$ cat src/rtl/ysyx_25020047_ifu.sv
// Instruction fetch unit: one outstanding 32-bit fetch over a valid/ready memory port, word held until decode accepts.
// Latency: 4 cycles minimum per instruction; request held until req_ready, instruction held until inst_ready, no response back-pressure.
module ysyx_25020047_ifu #(
    parameter int TIMEOUT = 255
) (
    input  logic        clk,
    input  logic        rst,
    input  logic        fetch_en,
    input  logic [31:0] pc,
    input  logic        flush,
    output logic        req_valid,
    output logic [31:0] req_addr,
    input  logic        req_ready,
    input  logic        rsp_valid,
    input  logic [31:0] rsp_data,
    input  logic        rsp_err,
    output logic        inst_valid,
    output logic [31:0] inst,
    output logic [31:0] inst_pc,
    input  logic        inst_ready,
    output logic        busy,
    output logic        err,
    output logic [1:0]  err_code,
    output logic [31:0] fetch_cnt
);

    typedef enum logic [2:0] {
        S_IDLE = 3'd0,
        S_REQ  = 3'd1,
        S_WAIT = 3'd2,
        S_HOLD = 3'd3,
        S_ERR  = 3'd4
    } state_t;

    localparam logic [7:0] TMO_LAST = 8'(TIMEOUT - 1);

    state_t      state;
    state_t      state_nxt;
    logic        discard;
    logic [7:0]  tmo_cnt;
    logic        drop;
    logic        aligned;

    // A flush arriving in the same cycle as the response still kills it.
    assign drop    = discard | flush;
    assign aligned = (pc[1:0] == 2'b00);
    assign busy    = (state != S_IDLE);

    always_ff @(posedge clk or posedge rst) begin
        if (rst) begin
            state <= S_IDLE;
        end else begin
            state <= state_nxt;
        end
    end

    always_comb begin
        state_nxt = state;
        case (state)
            S_IDLE: begin
                if (fetch_en) begin
                    state_nxt = aligned ? S_REQ : S_ERR;
                end
            end
            S_REQ: begin
                if (req_ready) begin
                    state_nxt = S_WAIT;
                end
            end
            S_WAIT: begin
                if (rsp_valid) begin
                    if (drop) begin
                        state_nxt = S_IDLE;
                    end else if (rsp_err) begin
                        state_nxt = S_ERR;
                    end else begin
                        state_nxt = S_HOLD;
                    end
                end else if (tmo_cnt == TMO_LAST) begin
                    state_nxt = S_ERR;
                end
            end
            S_HOLD: begin
                if (flush || inst_ready) begin
                    state_nxt = S_IDLE;
                end
            end
            S_ERR:   state_nxt = S_ERR;
            default: state_nxt = S_IDLE;
        endcase
    end

    always_ff @(posedge clk or posedge rst) begin
        if (rst) begin
            req_valid  <= 1'b0;
            req_addr   <= 32'd0;
            inst_valid <= 1'b0;
            inst       <= 32'd0;
            inst_pc    <= 32'd0;
            discard    <= 1'b0;
            tmo_cnt    <= 8'd0;
            err        <= 1'b0;
            err_code   <= 2'b00;
            fetch_cnt  <= 32'd0;
        end else begin
            // Handshake flags are registered copies of the next-state decode.
            req_valid  <= (state_nxt == S_REQ);
            inst_valid <= (state_nxt == S_HOLD);

            if (state == S_IDLE && fetch_en && aligned) begin
                req_addr <= pc;
                inst_pc  <= pc;
            end

            if (state == S_WAIT && rsp_valid && !drop && !rsp_err) begin
                inst <= rsp_data;
            end

            if (state_nxt == S_IDLE) begin
                discard <= 1'b0;
            end else if ((state == S_REQ || state == S_WAIT) && flush) begin
                discard <= 1'b1;
            end

            if (state == S_REQ) begin
                tmo_cnt <= 8'd0;
            end else if (state == S_WAIT && !rsp_valid) begin
                tmo_cnt <= tmo_cnt + 8'd1;
            end

            if (state == S_HOLD && inst_ready && !flush) begin
                fetch_cnt <= fetch_cnt + 32'd1;
            end

            if (state != S_ERR && state_nxt == S_ERR) begin
                err <= 1'b1;
                if (state == S_IDLE) begin
                    err_code <= 2'b01;
                end else if (rsp_valid) begin
                    err_code <= 2'b11;
                end else begin
                    err_code <= 2'b10;
                end
            end
        end
    end

endmodule

$ cat config.mk
export PLATFORM = sky130hd
export DESIGN_NAME = ysyx_25020047_ifu
export DESIGN_NICKNAME = d
export VERILOG_FILES = /design/src/rtl/ysyx_25020047_ifu.sv
export SDC_FILE = /design/constraint.sdc
export NUM_CORES = 1
export LEC_CHECK = 0
export BUFFER_PORTS_ARGS = -buffer_cell sky130_fd_sc_hd__buf_2
export CAP_MARGIN = 40
export CORE_MARGIN = 4
export CORE_UTILIZATION = 44
export DETAILED_ROUTE_END_ITERATION = 6
export PLACE_DENSITY = 0.77
export SLEW_MARGIN = 20
export SYNTH_ARGS = -nofsm -noshare
export SYNTH_HDL_FRONTEND = slang
export SYNTH_SLANG_ARGS = --single-unit
$ cat constraint.sdc
create_clock -name clk -period 3.5 [get_ports clk]
set_clock_uncertainty 0.2 [all_clocks]
set_input_delay 0.175 -clock clk [delete_from_list [all_inputs] [get_ports clk]]
set_output_delay 0.175 -clock clk [all_outputs]
set_load 0.02 [all_outputs]
==> results.cfg, run 1 <==
[job]
maxCapViolCount = 0

[synth]
ys.flop_type = dfrtp_1
synth-seq-area-share = 0.565
synth_nets = 451
synthDistinctLibCells = 41
syn_area_per_cell_sq_um = 13.3
synth_edf_count = 0
yosysWarningCount = 0
async_reset_ff_frac = 1.00
synthesis.area_sq_um = 5000
ys_seq_elements = 113
synth_cells = 376

[floorplanning]
start_util = 0.455
coreArea_sq_um = 11000
fp.dieW_um = 115
fp-row-count = 38
io_pins = 206
die_area_sq_um = 13100
die_h_um = 115

[routing]
ant_nets = 0
wl_per_cell_um = 16.3
vias = 3879
drcViolationCount = 0
wl_um = 12900
top_layer = met4
met3_length_um = 1310
met1_length_um = 5160
dr_wl_met2_um = 6110
drtIter0Drc = 208
vias_per_cell = 4.93
firstDrtPassIters = 4

[status]
outcome = complete, no violations

[grt]
grt_pass1_vias = 4153
overflow = 0
grt_first_pass_wirelength_um = 21300
grt_max_degree = 53
antenna_found_initial = 0
track_usage = 0.207

[timing]
finalCriticalPeriod_ps = 2750
hold_violations = 0
holdWs_ps = 43.8
fmax_ghz = 0.363
finalSetupViolCount = 0
slew_headroom = 0.645
setup-tns-final_ps = 0
min_period_over_period = 0.787
drv_slew = 0
worst_slew_pin_slew_ps = 532
rsz0062_at_grt = false

[power_and_ir_drop]
powerDensity_nw_per_um2 = 470
combPwrFrac = 0.129
power.switching_mw = 0.848
internal_power_mw = 2.55
p_leak_nw = 4.00
clockPowerShare = 0.459
switching_share = 0.250
seq_power_share = 0.412
vdd_ir_drop_max_mv = 0.381

[clock_tree]
clk_pin_slew_ps = 50
clock_path_buffers = 2
htree_levels = 4
cts_buffers = 17
postCtsSetupBuffers = 0
cts_resized = 0
ctsRootBufferMaster = clkbuf_16
clock_latency_ps = 400
cts_tree = yes
cts.sinks = 113

[final_layout]
nFillCells = 805
multi_input_area_sq_um = 1830
seq_area_sq_um = 2830
syn_to_final_growth_pct = 44.5
drive_above_1_share = 0.484
n_antenna_cell = 0
nets = 709
mostFrequentLayoutCells = 206 x buf_2, 113 x dfrtp_1, 70 x dlygate4sd3_1
mostFrequentLayoutCell = buf_2
fin_cells = 787

[placed_design]
hpwlAfterDp_um = 8360
portBuffers = 205
finalWeightedCongestion = 0.775
place_inst = 685

[worst_setup_path]
cp_slowest_cell = or4b_2
critPathRequiredTime_ps = 3580
end_kind = flop
path_class = flop to flop
critical_path_arrival_ps = 2830
critical_path.max_stage_delay_ps = 940
path_cells = or3_4 > or4b_2 > buf_16 > mux2_4
worst-path-buf-inv = 1
critPathLaunchType = flop
path_delay_family = simple AND/OR/NAND/NOR gates
crit_fanout = 20

[worst_hold_path]
hold_path.class = primary input to flop
registers in the layout, summed over array words and instances (netlist names):
signal      count
err             1
inst           32
inst_valid      1
inst_pc        32
req_valid       1
tmo_cnt         8
err_code        2
state           3
discard         1
fetch_cnt      32
per-stage QoR:
step / power (mW) / cell area, sq um / util / worst slack (ps)
after floorplan: 1.70 / 5000 / - / 138
after global placement: 1.78 / 5930 / 0.540 / 747
after detailed placement: 1.79 / 5990 / 0.545 / 764
after CTS: 3.43 / 7230 / 0.658 / 754
after global routing: 3.54 / 7230 / 0.658 / 685
final: 3.39 / 7230 / 0.658 / 745
kinds of logic (layout without fill, tap and decap cells):
logic type / count (synthesis) / after routing / share of synthesized area
DFF: 113 / 113 / 0.565
and+or+nand+nor: 94 / 94 / 0.111
muxes: 63 / 63 / 0.162
buffers and inverters: 52 / 323 / 0.0708
xor gates and xnor gates: 38 / 38 / 0.0665
AOI/OAI and AO/OA: 13 / 13 / 0.0173
adders and majority gates: 3 / 3 / 0.00750
cell usage after synthesis, drive strengths merged, types with 2 or more instances:
cell,number,area (sq um)
nand2,15,56.3
o21ai,6,30.0
nor3b,2,15.0
or4b,2,20.0
ha,3,37.5
inv,7,26.3
nand4,19,119
and2,5,31.3
buf,39,305
nand3,10,50.1
and3,9,56.3
clkbuf,6,22.5
nor2,12,45.0
and4,5,43.8
nor4,4,25.0
xor2,8,70.1
dfrtp,113,2830
mux2,63,811
xnor2,30,263
path summary, 6_finish.rpt:
path                          start           to  slack [ps]  cells past startpoint
min                         rsp_err  err_code[0]          40                      4
max reg2reg                state[1]  inst_pc[10]         750                      4
max                        state[1]  inst_pc[10]         750                      4
min in group asynchronous       rst   inst_pc[6]         200                      3
max in group asynchronous       rst      inst[7]        2190                      4
min reg2reg                     err          err         270                      1
per-layer routing:
layer  up-vias  GRT usage
li1       1797          -
met1      1873      0.252
met2       185      0.326
met3        24     0.0788
met4         0     0.0926
met5         -          0
power by group through the flow:
stage / logic [mW] / registers [mW] / clock network (mW)
finish: 0.440 / 1.40 / 1.56
global route: 0.469 / 1.40 / 1.66
CTS: 0.437 / 1.40 / 1.60
detailed placement: 0.378 / 1.42 / 0
global placement: 0.368 / 1.41 / 0
floorplan: 0.222 / 1.48 / 0
cell type report:
type,count,share of cell area
flip-flops and latches,113,0.391
repair buffers,284,0.253
multi-input cells,211,0.253
clock buffers,21,0.0623
well taps,140,0.0242
clock inverters,11,0.0125
inverters,7,0.00398
worst min-delay path: cells and delay by family:
kind	cells	cell delay (ps)
AOI/OAI and AO/OA	2	210
and+or+nand+nor	1	120
buffers and inverters	1	100
repair_timing:
action                                  in CTS  in global routing
endpoints found under the setup margin       0                  0
hold buffers                                70                  0
endpoints found under the hold margin      107                  0
Note: power is estimated with default switching activity, not from simulation.
==> run 2, diff against run 1 <==
- CORE_UTILIZATION: 44 -> 48
- PLACE_DENSITY: 0.77 -> 0.8
- clock period: 3.5 -> 2.8 ns (I/O delays scaled with it)
==> results.cfg, run 2 (synthesis gave the netlist of run 1 again) <==
[worst_setup_path]
cp_slowest_cell = or4b_2
path_class = flop to flop
critical_path_arrival_ps = 2720
critical_path.max_stage_delay_ps = 630
critPathLaunchType = flop
crit_fanout = 34
path_cells = or3_4 > or4b_2 > buf_4 > mux2_4
critPathRequiredTime_ps = 2970
end_kind = flop

[routing]
wl_per_cell_um = 16.7
wl_um = 13200
drcViolationCount = 0
firstDrtPassIters = 4
vias_per_cell = 4.96
ant_nets = 0
drtIter0Drc = 213
vias = 3912

[clock_tree]
cts_tree = yes
clk_pin_slew_ps = 60
ctsRootBufferMaster = clkbuf_8
htree_levels = 4
cts.sinks = 113
clock_latency_ps = 490
clock_path_buffers = 2
cts_buffers = 17
cts_resized = 0

[final_layout]
nFillCells = 694
mostFrequentLayoutCell = buf_2
reg.largest.list = fetch_cnt (32), inst (32), inst_pc (32)
syn_to_final_growth_pct = 46.0
drive_above_1_share = 0.484
stdcell_area_sq_um = 7300
n_antenna_cell = 0
mostFrequentLayoutCells = 205 x buf_2, 113 x dfrtp_1, 74 x dlygate4sd3_1
nets = 715

[timing]
finalSetupViolCount = 0
drv_slew = 0
slew_headroom = 0.622
worst_slew_pin_slew_ps = 567
hold_violations = 0
fmax_ghz = 0.393
setup-tns-final_ps = 0
finalCriticalPeriod_ps = 2540
rsz0062_at_grt = false
min_period_over_period = 0.908

[power_and_ir_drop]
internal_power_mw = 3.25
power_mw = 4.34
combPwrFrac = 0.129
powerDensity_nw_per_um2 = 595
clockPowerShare = 0.468
switching_share = 0.252
power.switching_mw = 1.09
seq_power_share = 0.403
p_leak_nw = 4.04
vdd_ir_drop_max_mv = 0.435

[grt]
grt_first_pass_wirelength_um = 20600
grt_pass1_vias = 4073
overflow = 0
antenna_found_initial = 0
grt_max_degree = 41
track_usage = 0.218

[placed_design]
hpwlAfterDp_um = 8550
place_area_sq_um = 5990
finalWeightedCongestion = 0.797
portBuffers = 205

[worst_hold_path]
hold_path.class = primary input to flop

[floorplanning]
fp-row-count = 37
fp.dieW_um = 110
die_area_sq_um = 12100
die_h_um = 110
io_pins = 206
start_util = 0.489
coreArea_sq_um = 10200

[job]
maxCapViolCount = 0

[status]
outcome = complete, no violations
run 2: changes by cell type in the layout (fill, tap and decap cells not counted), moves of 2 or more:
cell | previous run | this run
buf_16 | 2 | 0
inv_6 | 0 | 2
dlygate4sd3_1 | 70 | 74
buf_12 | 0 | 3
buf_4 | 6 | 8
clkbuf_1 | 3 | 1
clkinvlp_4 | 4 | 2
clkinv_4 | 0 | 3
run 2: final cells by class:
class,instances,area [sq um],area share
flip-flops and latches,113,2830,0.387
repair buffers,290,1890,0.258
multi-input cells,211,1820,0.249
clock buffers,19,432,0.0591
well taps,136,170,0.0233
clock inverters,13,136,0.0187
inverters,7,30.0,0.00411
run 2: metrics by stage:
stage | instances | util | setup WS [ps] | hold slack [ps]
floorplan | 376 | - | 466 | 45.4
global placement | 682 | 0.584 | 320 | 133
detailed placement | 683 | 0.586 | 269 | -137
CTS | 789 | 0.714 | 275 | 122
global route | 789 | 0.714 | 203 | 174
finish | 789 | 0.714 | 257 | 138
run 2: power by group through the flow:
stage | Combinational, mW | Clock, mW | Sequential [mW]
after floorplan | 0.277 | 0 | 1.84
after global placement | 0.464 | 0 | 1.77
after detailed placement | 0.476 | 0 | 1.78
after CTS | 0.554 | 2.07 | 1.75
after global routing | 0.596 | 2.16 | 1.76
final | 0.559 | 2.03 | 1.75
run 2: metal layers:
layer | vias up | track usage | routed length, um
li1 | 1818 | - | -
met1 | 1922 | 0.251 | 5150
met2 | 155 | 0.381 | 6780
met3 | 17 | 0.0635 | 999
met4 | 0 | 0.0837 | 237
met5 | - | 0 | 0
run 2: what timing repair did:
action,CTS,global route
setup buffers,0,0
hold buffers,74,0
hold endpoints to repair,192,0
run 2: final timing paths:
path                               start             to  slack, ps  cells after the start
max                             state[1]    inst_pc[20]        260                      4
max reg2reg                     state[1]    inst_pc[20]        260                      4
max in group asynchronous            rst   fetch_cnt[8]       1210                      6
min in group asynchronous            rst  fetch_cnt[27]        500                      4
min reg2reg                fetch_cnt[31]  fetch_cnt[31]        270                      1
min                                pc[1]    err_code[0]        140                      5
run 2: critical path: cells and delay by family (launching register included):
family | cells | cell delay (ps)
and+or+nand+nor | 2 | 1050
DFF | 1 | 460
muxes | 1 | 370
buffers and inverters | 1 | 320
==> run 3, diff against run 2 <==
- CORE_MARGIN: 4 -> 5
- PLACE_DENSITY: 0.8 -> not set
- PLACE_DENSITY_LB_ADDON: not set -> 0.3
==> results.cfg, run 3 (synthesis gave the netlist of run 1 again) <==
[timing]
drv_slew = 0
finalCriticalPeriod_ps = 2700
hold_violations = 0
finalSetupViolCount = 0
rsz0062_at_grt = false
setup-tns-final_ps = 0
min_period_over_period = 0.965
fmax_ghz = 0.370
worst_slew_pin_slew_ps = 461
slew_headroom = 0.691

[routing]
firstDrtPassIters = 5
drcViolationCount = 0
wl_per_cell_um = 16.2
ant_nets = 0
vias = 3853
drtIter0Drc = 203
wl_um = 12800
vias_per_cell = 4.90

[placed_design]
hpwlAfterDp_um = 8450
portBuffers = 205
finalWeightedCongestion = 0.780
place_area_sq_um = 5970

[grt]
overflow = 0
use_met1 = 0.258
grtUsageMet3 = 0.0776
grt_pass1_vias = 4261
busiest_layer = met2
gr-usage-met2 = 0.357
antenna_found_initial = 0
track_usage = 0.213
grt_first_pass_wirelength_um = 21800
grt_max_degree = 82

[final_layout]
syn_to_final_growth_pct = 46.8
stdcell_area_sq_um = 7350
mostFrequentLayoutCell = buf_2
nets = 714
drive_above_1_share = 0.485
reg.largest.list = fetch_cnt (32), inst (32), inst_pc (32)
n_antenna_cell = 0
mostFrequentLayoutCells = 205 x buf_2, 111 x dfrtp_1, 75 x dlygate4sd3_1

[clock_tree]
clock_latency_ps = 510
cts_tree = yes
clk_pin_slew_ps = 50
htree_levels = 4
ctsRootBufferMaster = clkbuf_8
clock_path_buffers = 2
cts.sinks = 113
cts_buffers = 17

[floorplanning]
fp.dieW_um = 112
fp-row-count = 37
io_pins = 206
start_util = 0.489
die_h_um = 112
coreArea_sq_um = 10200
die_area_sq_um = 12600

[worst_setup_path]
path_class = flop to flop
critPathRequiredTime_ps = 3040
critPathLaunchType = flop
critical_path_arrival_ps = 2940
crit_fanout = 9
end_kind = flop

[status]
outcome = complete, no violations

[job]
maxCapViolCount = 0

[power_and_ir_drop]
powerDensity_nw_per_um2 = 618
vdd_ir_drop_max_mv = 0.356
power_mw = 4.54
p_leak_nw = 4.06

[worst_hold_path]
hold_path.class = primary input to asynchronous set/reset pin
-- run 3: worst paths after layout --
path / from / to / slack [ps] / depth (start not counted)
worst min register to register: fetch_cnt[31] / fetch_cnt[31] / 280 / 1
worst min-delay path: rst / fetch_cnt[29] / 110 / 4
worst max register to register: state[1] / state[0] / 100 / 5
min in group clk: pc[1] / inst_pc[1] / 130 / 4
max in group asynchronous: rst / state[0] / 1890 / 4
worst max-delay path: state[1] / state[0] / 100 / 5
-- run 3: power breakdown --
| part | leakage (nW) | internal (mW) | switching, mW | total [mW] |
|---|---|---|---|---|
| combinational | 2.21 | 0.259 | 0.293 | 0.552 |
| clock | 0.310 | 1.53 | 0.714 | 2.24 |
| sequential | 1.53 | 1.70 | 0.0514 | 1.75 |
| total | 4.06 | 3.48 | 1.06 | 4.54 |
-- run 3: final cells by class --
| class | instances | area, sq um |
|---|---|---|
| inverter | 7 | 30.0 |
| fill | 700 | 2890 |
| clock buffer | 21 | 469 |
| tap | 136 | 170 |
| timing repair buffer | 289 | 1870 |
| clock inverter | 10 | 156 |
| multi-input combinational | 211 | 1820 |
| sequential | 113 | 2830 |
-- run 3: repair_timing --
item | 4_1_cts | 5_1_grt
resized for setup | 0 | 2
endpoints found under the hold margin | 192 | 0
hold buffers | 75 | 0
buffers inserted | 0 | 0
endpoints found under the setup margin | 0 | 1
-- run 3: layer usage --
layer | part of all wire | vias to the layer above
li1 | - | 1815
met1 | 0.40 | 1857
met2 | 0.49 | 163
met3 | 0.086 | 18
met4 | 0.014 | 0
met5 | 0 | -
-- run 3: critical path: stages (launching register included) --
cell	delay (ps)
dfrtp_2	450
or3_4	400
or4b_2	700
dlygate4sd3_1	610
o21ai_0	120
or2_2	150
-- run 3: per-stage QoR --
step | setup WS (ps) | std cells | util | hold slack, ps
6_report | 98.9 | 787 | 0.718 | 110
3_3_place_gp | 389 | 681 | 0.583 | 101
5_1_grt | 16.7 | 787 | 0.718 | 136
4_1_cts | 106 | 787 | 0.718 | 87.5
2_1_floorplan | 466 | 376 | - | 45.4
3_5_place_dp | 345 | 681 | 0.583 | 110
